$ cat config.mk
export PLATFORM = sky130hd
export DESIGN_NAME = alu_iter_flat
export DESIGN_NICKNAME = d
export VERILOG_FILES = /design/src/rtl/alu_iter_if.sv /design/src/rtl/alu_iter.sv /design/src/flat_wrapper.sv
export SDC_FILE = /design/constraint.sdc
export NUM_CORES = 1
export LEC_CHECK = 0
export BUFFER_PORTS_ARGS = -buffer_cell sky130_fd_sc_hd__buf_2
export CAP_MARGIN = 10
export CORE_MARGIN = 2
export CORE_UTILIZATION = 60
export CTS_CLUSTER_DIAMETER = 200
export CTS_CLUSTER_SIZE = 30
export DETAILED_ROUTE_END_ITERATION = 8
export PLACE_DENSITY = 0.89
export SKIP_CTS_REPAIR_TIMING = 1
export SYNTH_ARGS = -nofsm -noshare
export SYNTH_HDL_FRONTEND = slang
export SYNTH_SLANG_ARGS = --single-unit
$ cat constraint.sdc
create_clock -name clk -period 3 [get_ports clk]
set_clock_uncertainty 0.2 [all_clocks]
set_input_delay 0.3 -clock clk [delete_from_list [all_inputs] [get_ports clk]]
set_output_delay 0.3 -clock clk [all_outputs]
set_load 0.02 [all_outputs]
$ cat src/rtl/alu_iter_if.sv
// alu_iter_if: start/done request bus between the register file, the iterative ALU and writeback.
`default_nettype none

interface alu_iter_if #(
  parameter int WIDTH   = 8,
  parameter int SHAMT_W = 3
);
  logic             start;
  logic [WIDTH-1:0] a;
  logic [WIDTH-1:0] b;
  logic [3:0]       Op;
  logic             busy;
  logic             done;
  logic [WIDTH-1:0] result;
  logic [WIDTH-1:0] hi;
  logic             addOF;
  logic             zero;
  logic             slt;

  modport master (
    output start, a, b, Op,
    input  busy, done, result, hi, addOF, zero, slt
  );

  modport slave (
    input  start, a, b, Op,
    output busy, done, result, hi, addOF, zero, slt
  );
endinterface

`default_nettype wire

$ cat src/rtl/alu_iter.sv
// ---------------------------------------------------------------------------
// Module   : alu_iter
// Purpose  : Registered ALU with start/done handshake. Logic and arithmetic
//            ops take one cycle, shifts/rotates step one bit per cycle, and
//            MULU is a WIDTH-step shift-add multiplier.
//            Define ALU_SAT_EN to make ADD/SUB saturate on signed overflow.
// Revision : 1.0 - initial release
// ---------------------------------------------------------------------------
`default_nettype none

module alu_iter #(
  parameter int WIDTH   = 8,
  parameter int SHAMT_W = 3
) (
  input  logic     clk,
  input  logic     rst,
  alu_iter_if.slave bus
);

  localparam int CNT_W = SHAMT_W + 1;

  localparam logic [3:0] OP_NOT  = 4'd0;
  localparam logic [3:0] OP_AND  = 4'd1;
  localparam logic [3:0] OP_OR   = 4'd2;
  localparam logic [3:0] OP_XOR  = 4'd3;
  localparam logic [3:0] OP_ADD  = 4'd4;
  localparam logic [3:0] OP_SUB  = 4'd5;
  localparam logic [3:0] OP_SLL  = 4'd6;
  localparam logic [3:0] OP_SRL  = 4'd7;
  localparam logic [3:0] OP_SRA  = 4'd8;
  localparam logic [3:0] OP_ROR  = 4'd9;
  localparam logic [3:0] OP_ROL  = 4'd10;
  localparam logic [3:0] OP_MULU = 4'd11;
  localparam logic [3:0] OP_SLT  = 4'd12;

  typedef enum logic [1:0] {
    S_IDLE = 2'd0,
    S_RUN  = 2'd1,
    S_DONE = 2'd2
  } state_t;

  state_t               state;
  state_t               state_next;
  logic [3:0]           cur_op;
  logic [WIDTH-1:0]     work;
  logic [WIDTH-1:0]     mcand;
  logic [2*WIDTH-1:0]   prod;
  logic [CNT_W-1:0]     count;
  logic [WIDTH-1:0]     res_q;
  logic [WIDTH-1:0]     hi_q;
  logic                 addof_q;
  logic                 zero_q;
  logic                 slt_q;

  logic [SHAMT_W-1:0]   shamt;
  logic                 is_shift;
  logic                 is_mul;
  logic                 accept;
  logic                 go_run;
  logic                 last_step;

  assign shamt     = bus.b[SHAMT_W-1:0];
  assign is_shift  = (bus.Op >= OP_SLL) && (bus.Op <= OP_ROL);
  assign is_mul    = (bus.Op == OP_MULU);
  assign accept    = bus.start && (state != S_RUN);
  assign go_run    = is_mul || (is_shift && (shamt != '0));
  assign last_step = (count == CNT_W'(1));

  // Single-cycle result path, evaluated straight from the live operands.
  logic [WIDTH-1:0] b_eff;
  logic [WIDTH-1:0] sum;
  logic             ovf;
  logic             lt;
  logic [WIDTH-1:0] os_res;
  logic             os_of;
  logic             os_slt;
  logic             os_zero;

  always_comb begin
    b_eff   = (bus.Op == OP_ADD) ? bus.b : ~bus.b;
    sum     = bus.a + b_eff + WIDTH'(bus.Op != OP_ADD);
    ovf     = (bus.a[WIDTH-1] == b_eff[WIDTH-1]) && (sum[WIDTH-1] != bus.a[WIDTH-1]);
    lt      = sum[WIDTH-1] ^ ovf;
    os_res  = '0;
    os_of   = 1'b0;
    os_slt  = 1'b0;
    case (bus.Op)
      OP_NOT: os_res = ~bus.a;
      OP_AND: os_res = bus.a & bus.b;
      OP_OR:  os_res = bus.a | bus.b;
      OP_XOR: os_res = bus.a ^ bus.b;
      OP_ADD, OP_SUB: begin
        os_res = sum;
        os_of  = ovf;
        os_slt = (bus.Op == OP_SUB) ? lt : 1'b0;
`ifdef ALU_SAT_EN
        // Operands share a sign on overflow, so a's sign tells the direction.
        if (ovf) begin
          os_res = bus.a[WIDTH-1] ? {1'b1, {(WIDTH-1){1'b0}}} : {1'b0, {(WIDTH-1){1'b1}}};
        end
`endif
      end
      OP_SLL, OP_SRL, OP_SRA, OP_ROR, OP_ROL: os_res = bus.a;
      OP_SLT: begin
        os_res = WIDTH'(lt);
        os_slt = lt;
      end
      default: os_res = '0;
    endcase
    // Reserved opcodes report every flag low, including zero.
    os_zero = (bus.Op <= OP_SLT) && (os_res == '0);
  end

  logic [WIDTH-1:0]   shift_next;
  logic [WIDTH:0]     mul_add;
  logic [2*WIDTH-1:0] prod_next;

  always_comb begin
    shift_next = work;
    case (cur_op)
      OP_SLL:  shift_next = {work[WIDTH-2:0], 1'b0};
      OP_SRL:  shift_next = {1'b0, work[WIDTH-1:1]};
      OP_SRA:  shift_next = {work[WIDTH-1], work[WIDTH-1:1]};
      OP_ROR:  shift_next = {work[0], work[WIDTH-1:1]};
      OP_ROL:  shift_next = {work[WIDTH-2:0], work[WIDTH-1]};
      default: shift_next = work;
    endcase
    mul_add   = {1'b0, prod[2*WIDTH-1:WIDTH]} + (prod[0] ? {1'b0, mcand} : '0);
    prod_next = {mul_add, prod[WIDTH-1:1]};
  end

  always_ff @(posedge clk or posedge rst) begin
    if (rst) begin
      state <= S_IDLE;
    end else begin
      state <= state_next;
    end
  end

  always_comb begin
    state_next = state;
    case (state)
      S_IDLE, S_DONE: begin
        if (bus.start) begin
          state_next = go_run ? S_RUN : S_DONE;
        end else begin
          state_next = S_IDLE;
        end
      end
      S_RUN:   state_next = last_step ? S_DONE : S_RUN;
      default: state_next = S_IDLE;
    endcase
  end

  always_ff @(posedge clk or posedge rst) begin
    if (rst) begin
      cur_op  <= '0;
      work    <= '0;
      mcand   <= '0;
      prod    <= '0;
      count   <= '0;
      res_q   <= '0;
      hi_q    <= '0;
      addof_q <= 1'b0;
      zero_q  <= 1'b0;
      slt_q   <= 1'b0;
    end else if (accept) begin
      cur_op <= bus.Op;
      if (is_mul) begin
        mcand <= bus.a;
        prod  <= {{WIDTH{1'b0}}, bus.b};
        count <= CNT_W'(WIDTH);
      end else if (go_run) begin
        work  <= bus.a;
        count <= {1'b0, shamt};
      end else begin
        res_q   <= os_res;
        hi_q    <= '0;
        addof_q <= os_of;
        zero_q  <= os_zero;
        slt_q   <= os_slt;
      end
    end else if (state == S_RUN) begin
      count <= count - CNT_W'(1);
      if (cur_op == OP_MULU) begin
        prod <= prod_next;
        if (last_step) begin
          res_q   <= prod_next[WIDTH-1:0];
          hi_q    <= prod_next[2*WIDTH-1:WIDTH];
          addof_q <= 1'b0;
          zero_q  <= (prod_next == '0);
          slt_q   <= 1'b0;
        end
      end else begin
        work <= shift_next;
        if (last_step) begin
          res_q   <= shift_next;
          hi_q    <= '0;
          addof_q <= 1'b0;
          zero_q  <= (shift_next == '0);
          slt_q   <= 1'b0;
        end
      end
    end
  end

  assign bus.busy   = (state == S_RUN);
  assign bus.done   = (state == S_DONE);
  assign bus.result = res_q;
  assign bus.hi     = hi_q;
  assign bus.addOF  = addof_q;
  assign bus.zero   = zero_q;
  assign bus.slt    = slt_q;

endmodule

`default_nettype wire

$ cat src/flat_wrapper.sv
// flat-port wrapper written by rule: the top's interface ports become plain ports
module alu_iter_flat 
#(
  parameter int WIDTH   = 8,
  parameter int SHAMT_W = 3
)
  (clk, rst, bus_start, bus_a, bus_b, bus_Op, bus_busy, bus_done, bus_result, bus_hi, bus_addOF, bus_zero, bus_slt);
  alu_iter_if #(.WIDTH(WIDTH), .SHAMT_W(SHAMT_W)) bus_i ();
  input  logic clk;
  input  logic rst;
  input wire logic [$bits(bus_i.start)-1:0] bus_start;
  input wire logic [$bits(bus_i.a)-1:0] bus_a;
  input wire logic [$bits(bus_i.b)-1:0] bus_b;
  input wire logic [$bits(bus_i.Op)-1:0] bus_Op;
  output wire logic [$bits(bus_i.busy)-1:0] bus_busy;
  output wire logic [$bits(bus_i.done)-1:0] bus_done;
  output wire logic [$bits(bus_i.result)-1:0] bus_result;
  output wire logic [$bits(bus_i.hi)-1:0] bus_hi;
  output wire logic [$bits(bus_i.addOF)-1:0] bus_addOF;
  output wire logic [$bits(bus_i.zero)-1:0] bus_zero;
  output wire logic [$bits(bus_i.slt)-1:0] bus_slt;
  assign bus_i.start = bus_start;
  assign bus_i.a = bus_a;
  assign bus_i.b = bus_b;
  assign bus_i.Op = bus_Op;
  assign bus_busy = bus_i.busy;
  assign bus_done = bus_i.done;
  assign bus_result = bus_i.result;
  assign bus_hi = bus_i.hi;
  assign bus_addOF = bus_i.addOF;
  assign bus_zero = bus_i.zero;
  assign bus_slt = bus_i.slt;
  alu_iter #(.WIDTH(WIDTH), .SHAMT_W(SHAMT_W)) u_core (.clk(clk), .rst(rst), .bus(bus_i));
endmodule
==> results of run 1 <==
## worst paths after layout
| kind | cells after the start | slack [ns] | endpoint |
|---|---|---|---|
| hold / removal | 3 | 0.08 | u_core.state[0]$_DFF_PP0_ |
| min in group asynchronous | 4 | 0.38 | u_core.state[0]$_DFF_PP0_ |
| setup reg to reg | 10 | 0.1 | u_core.bus.zero$_DFFE_PP0P_ |
| setup / recovery | 10 | 0.1 | u_core.bus.zero$_DFFE_PP0P_ |
| hold reg to reg | 2 | 0.28 | u_core.mcand[6]$_DFFE_PP0P_ |
| max in group asynchronous | 4 | 1.90 | u_core.prod[0]$_DFFE_PP0P_ |
## layout make-up
type | count | area (sq um)
Clock buffer | 13 | 148.9
Clock inverter | 3 | 21.27
Multi-Input combinational cell | 429 | 2858
Inverter | 27 | 101.3
Sequential cell | 61 | 1528
Tap cell | 99 | 123.9
Timing Repair Buffer | 82 | 523.0
Fill cell | 563 | 2066
## cell usage in the layout (no fill, tap or decap), drive strengths merged, types with 7 or more instances in the layout
| master | netlist | final |
|---|---|---|
| buf | 15 | 81 |
| nand2 | 68 | 68 |
| nor2 | 54 | 54 |
| xor2 | 8 | 8 |
| inv | 27 | 27 |
| nor2b | 7 | 7 |
| a21oi | 49 | 49 |
| o21ai | 43 | 43 |
| clkbuf | 14 | 13 |
| ha | 32 | 32 |
| and2 | 9 | 9 |
| dfrtp | 61 | 61 |
| xnor2 | 11 | 11 |
| a211oi | 7 | 7 |
| a22o | 17 | 17 |
| nand3 | 11 | 11 |
| mux2i | 8 | 8 |
## registers in the layout, indices dropped and copies added, names as in the netlist
register / cells
u_core.bus.zero: 1
u_core.work: 8
u_core.bus.result: 8
u_core.state: 2
u_core.bus.addOF: 1
u_core.count: 4
u_core.mcand: 8
u_core.bus.slt: 1
u_core.cur_op: 4
u_core.prod: 16
u_core.bus.hi: 8
## stage by stage
stage / cells / hold slack (ns) / power [uW] / setup WS, ns / TNS [ns]
after floorplan: 546 / 0.2418 / 2527 / 0.03194 / 0
after global placement: 697 / 0.1997 / 2987 / -0.07269 / -0.08421
after detailed placement: 697 / 0.2061 / 3067 / -0.2019 / -0.3663
after CTS: 713 / -0.1532 / 3703 / 0.1411 / 0
after global routing: 714 / 0.1040 / 3991 / 0.01412 / 0
final: 714 / 0.08035 / 3748 / 0.09683 / 0
## layer usage
metal,vias up,GRT usage,wire (um)
met3,56,0.05094,1060
met2,262,0.5392,6179
met4,0,0.1679,643
li1,2101,-,-
met1,2121,0.4091,5262
met5,-,0,0
## power by group through the flow
| stage | combinational [uW] | clock [uW] | sequential, uW |
|---|---|---|---|
| after floorplan | 1190 | 0 | 1330 |
| after global placement | 1640 | 0 | 1340 |
| after detailed placement | 1710 | 0 | 1360 |
| after CTS | 1720 | 636 | 1350 |
| after global routing | 1920 | 674 | 1400 |
| final | 1750 | 636 | 1360 |
## kinds of logic after synthesis
family | count (synthesis) | share of synthesized area
AO/OA/AOI/OAI | 169 | 0.2394
XOR/XNOR | 19 | 0.03601
adder cells (fa/ha/maj) | 34 | 0.09531
buffers and inverters | 56 | 0.05280
flip-flops | 61 | 0.3304
multiplexers | 17 | 0.04657
AND/OR/NAND/NOR | 190 | 0.1996
## critical path, cell delays in order (launching register included)
cell	delay [ns]
dfrtp_2	0.44
and2_1	0.15
ha_1	0.21
fa_1	0.40
a21o_1	0.21
a221o_1	0.31
o21ai_0	0.17
nand2b_1	0.10
a21oi_1	0.20
nand4b_1	0.21
a31oi_1	0.22
==> flow_summary.ini, run 1 <==
[flow_run]
drv_cap = 0

[pwr]
leakage_uw = 0.002603
clkPwrFrac = 0.170
peakVddDrop_uv = 319.9
cellPowerDensity_nw_per_um2 = 706.7
swShare = 0.4364
p_switching_uw = 1636
internal-power_uw = 2112
p_seq_frac = 0.363
comb_power_share = 0.467

[synthesis]
synth_top_flop_cell = dfrtp_1
synthArstFlopShare = 1.000
syn_nets = 603
avgSynthCellArea_sq_um = 8.463
synth.top_cell.area_share = 0.3304
synthCells = 546
synth_area_leader_cell = dfrtp_1
ys_ff_latch = 61
synth_edf_count = 0
yosys.cell_count.top_type = nand2_1
synth_cell_type_count = 69
yosysSeqAreaShare = 0.3304
synth.top_cells.by_area = dfrtp_1 (33%), ha_1 (8.7%), nand2_1 (5.5%)
synthTopCellsByCount = nand2_1 (68), dfrtp_1 (61), nor2_1 (54), a21oi_1 (48), o21ai_0 (38)
ys_warn_count = 0
synth_area_sq_um = 4621

[layout]
layout-drive-gt1-share = 0.1870
fin_area_sq_um = 5304
finalNetCount = 667
areaGrowthSynthToFinish_pct = 14.78
final_util = 0.7197
antenna_cells = 0

[sta]
drv_slew = 0
grt_setup_unrepaired = false
fmaxAchievable_ghz = 0.3445
tightest_slew_ns = 0.6860
setup_viol = 0
period_minus_slack_ns = 2.903
min_period_over_period = 0.9677
slew_headroom = 0.5392
hold_viol_final = 0

[clocking]
clk_root_buffer_cell = clkbuf_8
cts_buffers = 9
htreeDepth = 3
cts_tree = yes
clock-sinks = 61
insertion_delay_ns = 0.34
cts.reportedPaths.clkPinSlew_ns = 0.07
cts_buffer_depth = 2

[detailed_routing]
vias_per_cell = 6.359
first_iter_violations = 372
vias = 4540
routed_wl_um = 13150
wl_per_cell_um = 18.41
firstDrtPassIters = 5
drtAntennaViolNets = 0
drc = 0

[critical_path]
path_max_fanout = 9
reg2reg_from = u_core.prod[0]$_DFFE_PP0P_
cp.required_ns = 3.06
critPathLaunchType = register
end_kind = register
criticalPathCategory = register to register
arrival_ns = 2.96
cp-startpoint = u_core.prod[0]$_DFFE_PP0P_

[floorplan]
initial_core_util = 0.6270
die_w_um = 91.76
io_pins = 44
core_area_sq_um = 7370
row_count = 31
dieArea_sq_um = 8419
die_h_um = 91.76

[hold_path]
min_from = bus_start
min_path_type = input pin to register

[placement]
gp_congestion = 0.9971
place_area_sq_um = 5121
port_buffers = 43
dp_hpwl_um = 10120

[global_route]
antenna_found_initial = 0
grt_pass1_wl_um = 21710
track_usage = 0.3245
grt_max_degree = 45
grt_pass1_vias = 4366
overflow = 0

[run_status]
status = completed
Note: power is estimated with default switching activity, not from simulation.
==> run 2: changes to the inputs <==
RECOVER_POWER = 25   (was default)
==> run 2 against run 1 <==
Net effect: the flow now finishes with violations (max-capacitance violations, max-slew violations); maximum frequency is essentially flat; via count rose by 0.11%; core utilization shrank 0.10 points; sequential power is essentially flat; first-iteration DRC count fell by 1.1%; total power up 0.22%; critical path type unchanged; largest cell class unchanged.
==> flow_summary.ini, run 2 (synthesis results as in run 1) <==
[critical_path]
arrival_ns = 2.97
path_max_fanout = 9
end_kind = register
criticalPathCategory = register to register
cp.required_ns = 3.06
critPathLaunchType = register

[floorplan]
die_w_um = 91.76
die_h_um = 91.76
row_count = 31
io_pins = 44
core_area_sq_um = 7370
initial_core_util = 0.6270
dieArea_sq_um = 8419

[detailed_routing]
vias_per_cell = 6.366
wl_per_cell_um = 18.57
vias = 4545
drc = 0
first_iter_violations = 368
drtAntennaViolNets = 0
routed_wl_um = 13260
firstDrtPassIters = 6

[sta]
slew_headroom = -0.1417
hold_viol_final = 0
finalWorstSetupSlack_ns = 0.09408
fmaxAchievable_ghz = 0.3441
min_period_over_period = 0.9686
period_minus_slack_ns = 2.906
grt_setup_unrepaired = false
tightest_slew_ns = 1.712
hold_ws_ns = 0.07911
drv_slew = 63
setup_viol = 0

[layout]
largest_reg_flops = 16
final_common_cell = nand2_1
instances_no_fill = 714
layout-drive-gt1-share = 0.1821
fill_cells = 562
areaGrowthSynthToFinish_pct = 14.62
regMostFlops = u_core.prod
most-common-layout-cells = nand2_1 (68), dfrtp_1 (60), nor2_1 (54)
final_util = 0.7187
fin_area_sq_um = 5296
antenna_cells = 0
finalNetCount = 667

[pwr]
leakage_uw = 0.002597
cellPowerDensity_nw_per_um2 = 709.3
comb_power_share = 0.466
p_seq_frac = 0.364
clkPwrFrac = 0.170
internal-power_uw = 2111
peakVddDrop_uv = 321.0
p_switching_uw = 1646
swShare = 0.4381

[clocking]
clk_root_buffer_cell = clkbuf_8
cts_buffers = 9
clock-sinks = 61
insertion_delay_ns = 0.34
cts_buffer_depth = 2
htreeDepth = 3
cts.reportedPaths.clkPinSlew_ns = 0.07
cts_tree = yes

[placement]
port_buffers = 43
pre_cts_slack_ns = -0.2019
gp_congestion = 0.9971
dp_cells = 697
dp_hpwl_um = 10120
place_area_sq_um = 5121

[run_status]
violations = max-capacitance violations, max-slew violations
status = complete, but fails checks

[global_route]
overflow = 0
antenna_found_initial = 0
grt_pass1_vias = 4366
grt_max_degree = 45
grt_pass1_wl_um = 21710
track_usage = 0.3245

[hold_path]
min_path_type = input pin to register

[flow_run]
drv_cap = 2
run 2: cell types whose count changed in the layout (fill, tap and decap cells not counted):
cell | before | now
buf_4 | 37 | 35
clkbuf_1 | 3 | 5
inv_1 | 26 | 27
inv_2 | 1 | 0
run 2: power groups by stage:
| stage | logic [uW] | registers, uW | clock network [uW] |
|---|---|---|---|
| 2_1_floorplan | 1190 | 1330 | 0 |
| 3_3_place_gp | 1640 | 1340 | 0 |
| 3_5_place_dp | 1710 | 1360 | 0 |
| 4_1_cts | 1720 | 1350 | 636 |
| 5_1_grt | 1920 | 1400 | 674 |
| 6_report | 1750 | 1370 | 638 |
run 2: worst max-delay path, stage by stage, from the launching register on:
cell and delay (ns):
dfrtp_2 0.44, and2_1 0.15, ha_1 0.21, fa_1 0.40
a21o_1 0.21, a221o_1 0.31, o21ai_0 0.17, nand2b_1 0.10
a21oi_1 0.20, nand4b_1 0.21, a31oi_1 0.22
run 2: per-layer routing:
layer	global-route usage	share of wire
met1	0.4091	0.40
met2	0.5392	0.47
met3	0.05094	0.082
met4	0.1679	0.047
met5	0	0
run 2: stage by stage:
stage                     total power [uW]  setup TNS [ns]
after floorplan                       2527               0
after global placement                2987        -0.08421
after detailed placement              3067         -0.3663
after CTS                             3703               0
after global routing                  3990               0
final                                 3756               0
run 2: area by class of cell:
cell class,instances,area [sq um],area share
tap,99,123.9,0.02339
timing repair buffer,82,515.5,0.09733
inverter,27,101.3,0.01914
clock buffer,13,148.9,0.02811
clock inverter,3,21.27,0.004016
sequential,61,1528,0.2884
multi-input combinational,429,2858,0.5396
run 2: final timing paths:
path / cells past startpoint / from / endpoint / slack (ns)
setup / recovery: 10 / u_core.prod[0]$_DFFE_PP0P_ / u_core.bus.zero$_DFFE_PP0P_ / 0.09
hold / removal: 3 / bus_start / u_core.state[0]$_DFF_PP0_ / 0.08
setup reg to reg: 10 / u_core.prod[0]$_DFFE_PP0P_ / u_core.bus.zero$_DFFE_PP0P_ / 0.09
hold reg to reg: 2 / u_core.mcand[6]$_DFFE_PP0P_ / u_core.mcand[6]$_DFFE_PP0P_ / 0.28
max in group asynchronous: 4 / rst / u_core.prod[0]$_DFFE_PP0P_ / 0.57
min in group asynchronous: 4 / rst / u_core.state[0]$_DFF_PP0_ / 0.87
==> run 3: changes to the inputs <==
CORE_UTILIZATION = 50   (was 60)
PLACE_DENSITY = 0.77   (was 0.89)
==> run 3 against run 2 <==
Net effect: the run now ends clean; routed wire length decreased by 2.8%; core utilization down 14 points; die area rose by 19%; maximum frequency increased by 2.5%; via count down 3.4%; hold slack worse by 0.043 ns; count of clock-buffer cells in the layout decreased by 4; flip-flop and latch count unchanged; cell area grew 0.38%; critical path depth did not move; register-to-register slack improved by 0.07 ns; non-clock buffer count is 1 higher; critical path type unchanged.
==> flow_summary.ini, run 3 (synthesis results as in run 1) <==
[sta]
slew_headroom = 0.1783
setup_viol = 0
min_period_over_period = 0.9451
fmaxAchievable_ghz = 0.3527
drv_slew = 0
hold_viol_final = 0
period_minus_slack_ns = 2.835
grt_setup_unrepaired = false
tns_ns = 0
finalWorstSetupSlack_ns = 0.1647
tightest_slew_ns = 1.231

[placement]
dp_cells = 710
dp_hpwl_um = 9926
gp_congestion = 1.060
port_buffers = 43
place_area_sq_um = 5131
pre_cts_slack_ns = -0.1474

[pwr]
leakage_uw = 0.002582
peakVddDrop_uv = 272.4
internal-power_uw = 2104
comb_power_share = 0.461
clkPwrFrac = 0.179
p_seq_frac = 0.360
p_switching_uw = 1693
swShare = 0.4458
cellPowerDensity_nw_per_um2 = 714.2
total_power_uw = 3797

[global_route]
overflow = 0
antenna_found_initial = 0
grt_max_degree = 33
grt_pass1_vias = 4216
grt_pass1_wl_um = 21000
track_usage = 0.2671

[critical_path]
critPathLaunchType = register
worst-r2r-setup-slack_ns = 0.16
cp.required_ns = 3.08
rr_endpoint = u_core.bus.zero$_DFFE_PP0P_
arrival_ns = 2.92
cp-startpoint = u_core.prod[0]$_DFFE_PP0P_
end_kind = register
reg2reg_depth = 10
reg2reg_from = u_core.prod[0]$_DFFE_PP0P_
criticalPathCategory = register to register
setup.worst_path.end = u_core.bus.zero$_DFFE_PP0P_
path_max_fanout = 9

[layout]
layout-drive-gt1-share = 0.1834
regMostFlops = u_core.prod
fill_cells = 817
largest_reg_flops = 16
most-common-layout-cells = nand2_1 (68), dfrtp_1 (60), nor2_1 (54)
antenna_cells = 0
final_common_cell = nand2_1
instances_no_fill = 727
fin_area_sq_um = 5316
finalNetCount = 668
areaGrowthSynthToFinish_pct = 15.06

[floorplan]
core_area_sq_um = 9109
dieArea_sq_um = 10030
die_w_um = 100.1
die_h_um = 100.1
io_pins = 44
row_count = 35
initial_core_util = 0.5073

[detailed_routing]
drtAntennaViolNets = 0
vias = 4390
first_iter_violations = 412
vias_per_cell = 6.039
routed_wl_um = 12890
drc = 0
firstDrtPassIters = 5
wl_per_cell_um = 17.73

[clocking]
htreeDepth = 3
cts_buffers = 9
cts.reportedPaths.clkPinSlew_ns = 0.08
cts_tree = yes
clk_root_buffer_cell = clkbuf_8
insertion_delay_ns = 0.36
cts_buffer_depth = 2
clock-sinks = 61

[flow_run]
drv_cap = 0

[hold_path]
min_path_type = input pin to register

[run_status]
status = completed
[run 3: cell types whose count changed in the layout (fill, tap and decap cells not counted), sizes merged]
cell      delta
clkinvlp     +3
inv          +3
buf          -2
clkinv       -2
clkbuf       -1
[run 3: cell type report]
class	instances	area, sq um	area share
clock inverters	7	56.30	0.01059
clock buffers	9	123.9	0.02330
inverters	27	101.3	0.01906
multi-input cells	429	2856	0.5373
flip-flops and latches	61	1528	0.2874
well taps	111	138.9	0.02612
repair buffers	83	511.7	0.09626
[run 3: worst max-delay path: stages, from the launching register on]
cell,delay (ns)
dfrtp_2,0.45
and2_1,0.15
ha_1,0.20
fa_1,0.40
a21o_1,0.22
a221o_1,0.31
o21ai_0,0.15
nand2b_1,0.08
a21oi_1,0.18
nand4b_1,0.22
a31oi_1,0.19
[run 3: worst min path at each step]
stage                                       endpoint  cells after the start                        start
detailed placement  u_core.bus.result[0]$_DFFE_PP0P_                      2                          rst
CTS                 u_core.bus.result[0]$_DFFE_PP0P_                      2                          rst
floorplan                u_core.mcand[7]$_DFFE_PP0P_                      2  u_core.mcand[7]$_DFFE_PP0P_
global placement         u_core.count[2]$_DFFE_PP0P_                      2                          rst
global route               u_core.state[0]$_DFF_PP0_                      3                    bus_start
finish                     u_core.state[0]$_DFF_PP0_                      3                    bus_start
[run 3: metal layers]
layer / vias to the layer above / part of all wire / track usage
met4: 0 / 0.024 / 0.08008
met5: - / 0 / 0
met1: 2075 / 0.43 / 0.3554
met2: 190 / 0.47 / 0.4378
met3: 29 / 0.075 / 0.05919
li1: 2096 / - / -
[run 3: stage by stage]
step	hold slack, ns	utilization
2_1_floorplan	0.2418	-
3_3_place_gp	0.2321	0.5633
3_5_place_dp	0.2486	0.5633
4_1_cts	-0.1296	0.5831
5_1_grt	0.03983	0.5837
6_report	0.03587	0.5837
[run 3: power by group through the flow]
| stage | Sequential [uW] | Combinational [uW] | Clock [uW] |
|---|---|---|---|
| final | 1370 | 1750 | 681 |
| after global routing | 1400 | 1940 | 731 |
| after CTS | 1350 | 1740 | 681 |
| after detailed placement | 1370 | 1720 | 0 |
| after global placement | 1350 | 1670 | 0 |
| after floorplan | 1330 | 1190 | 0 |
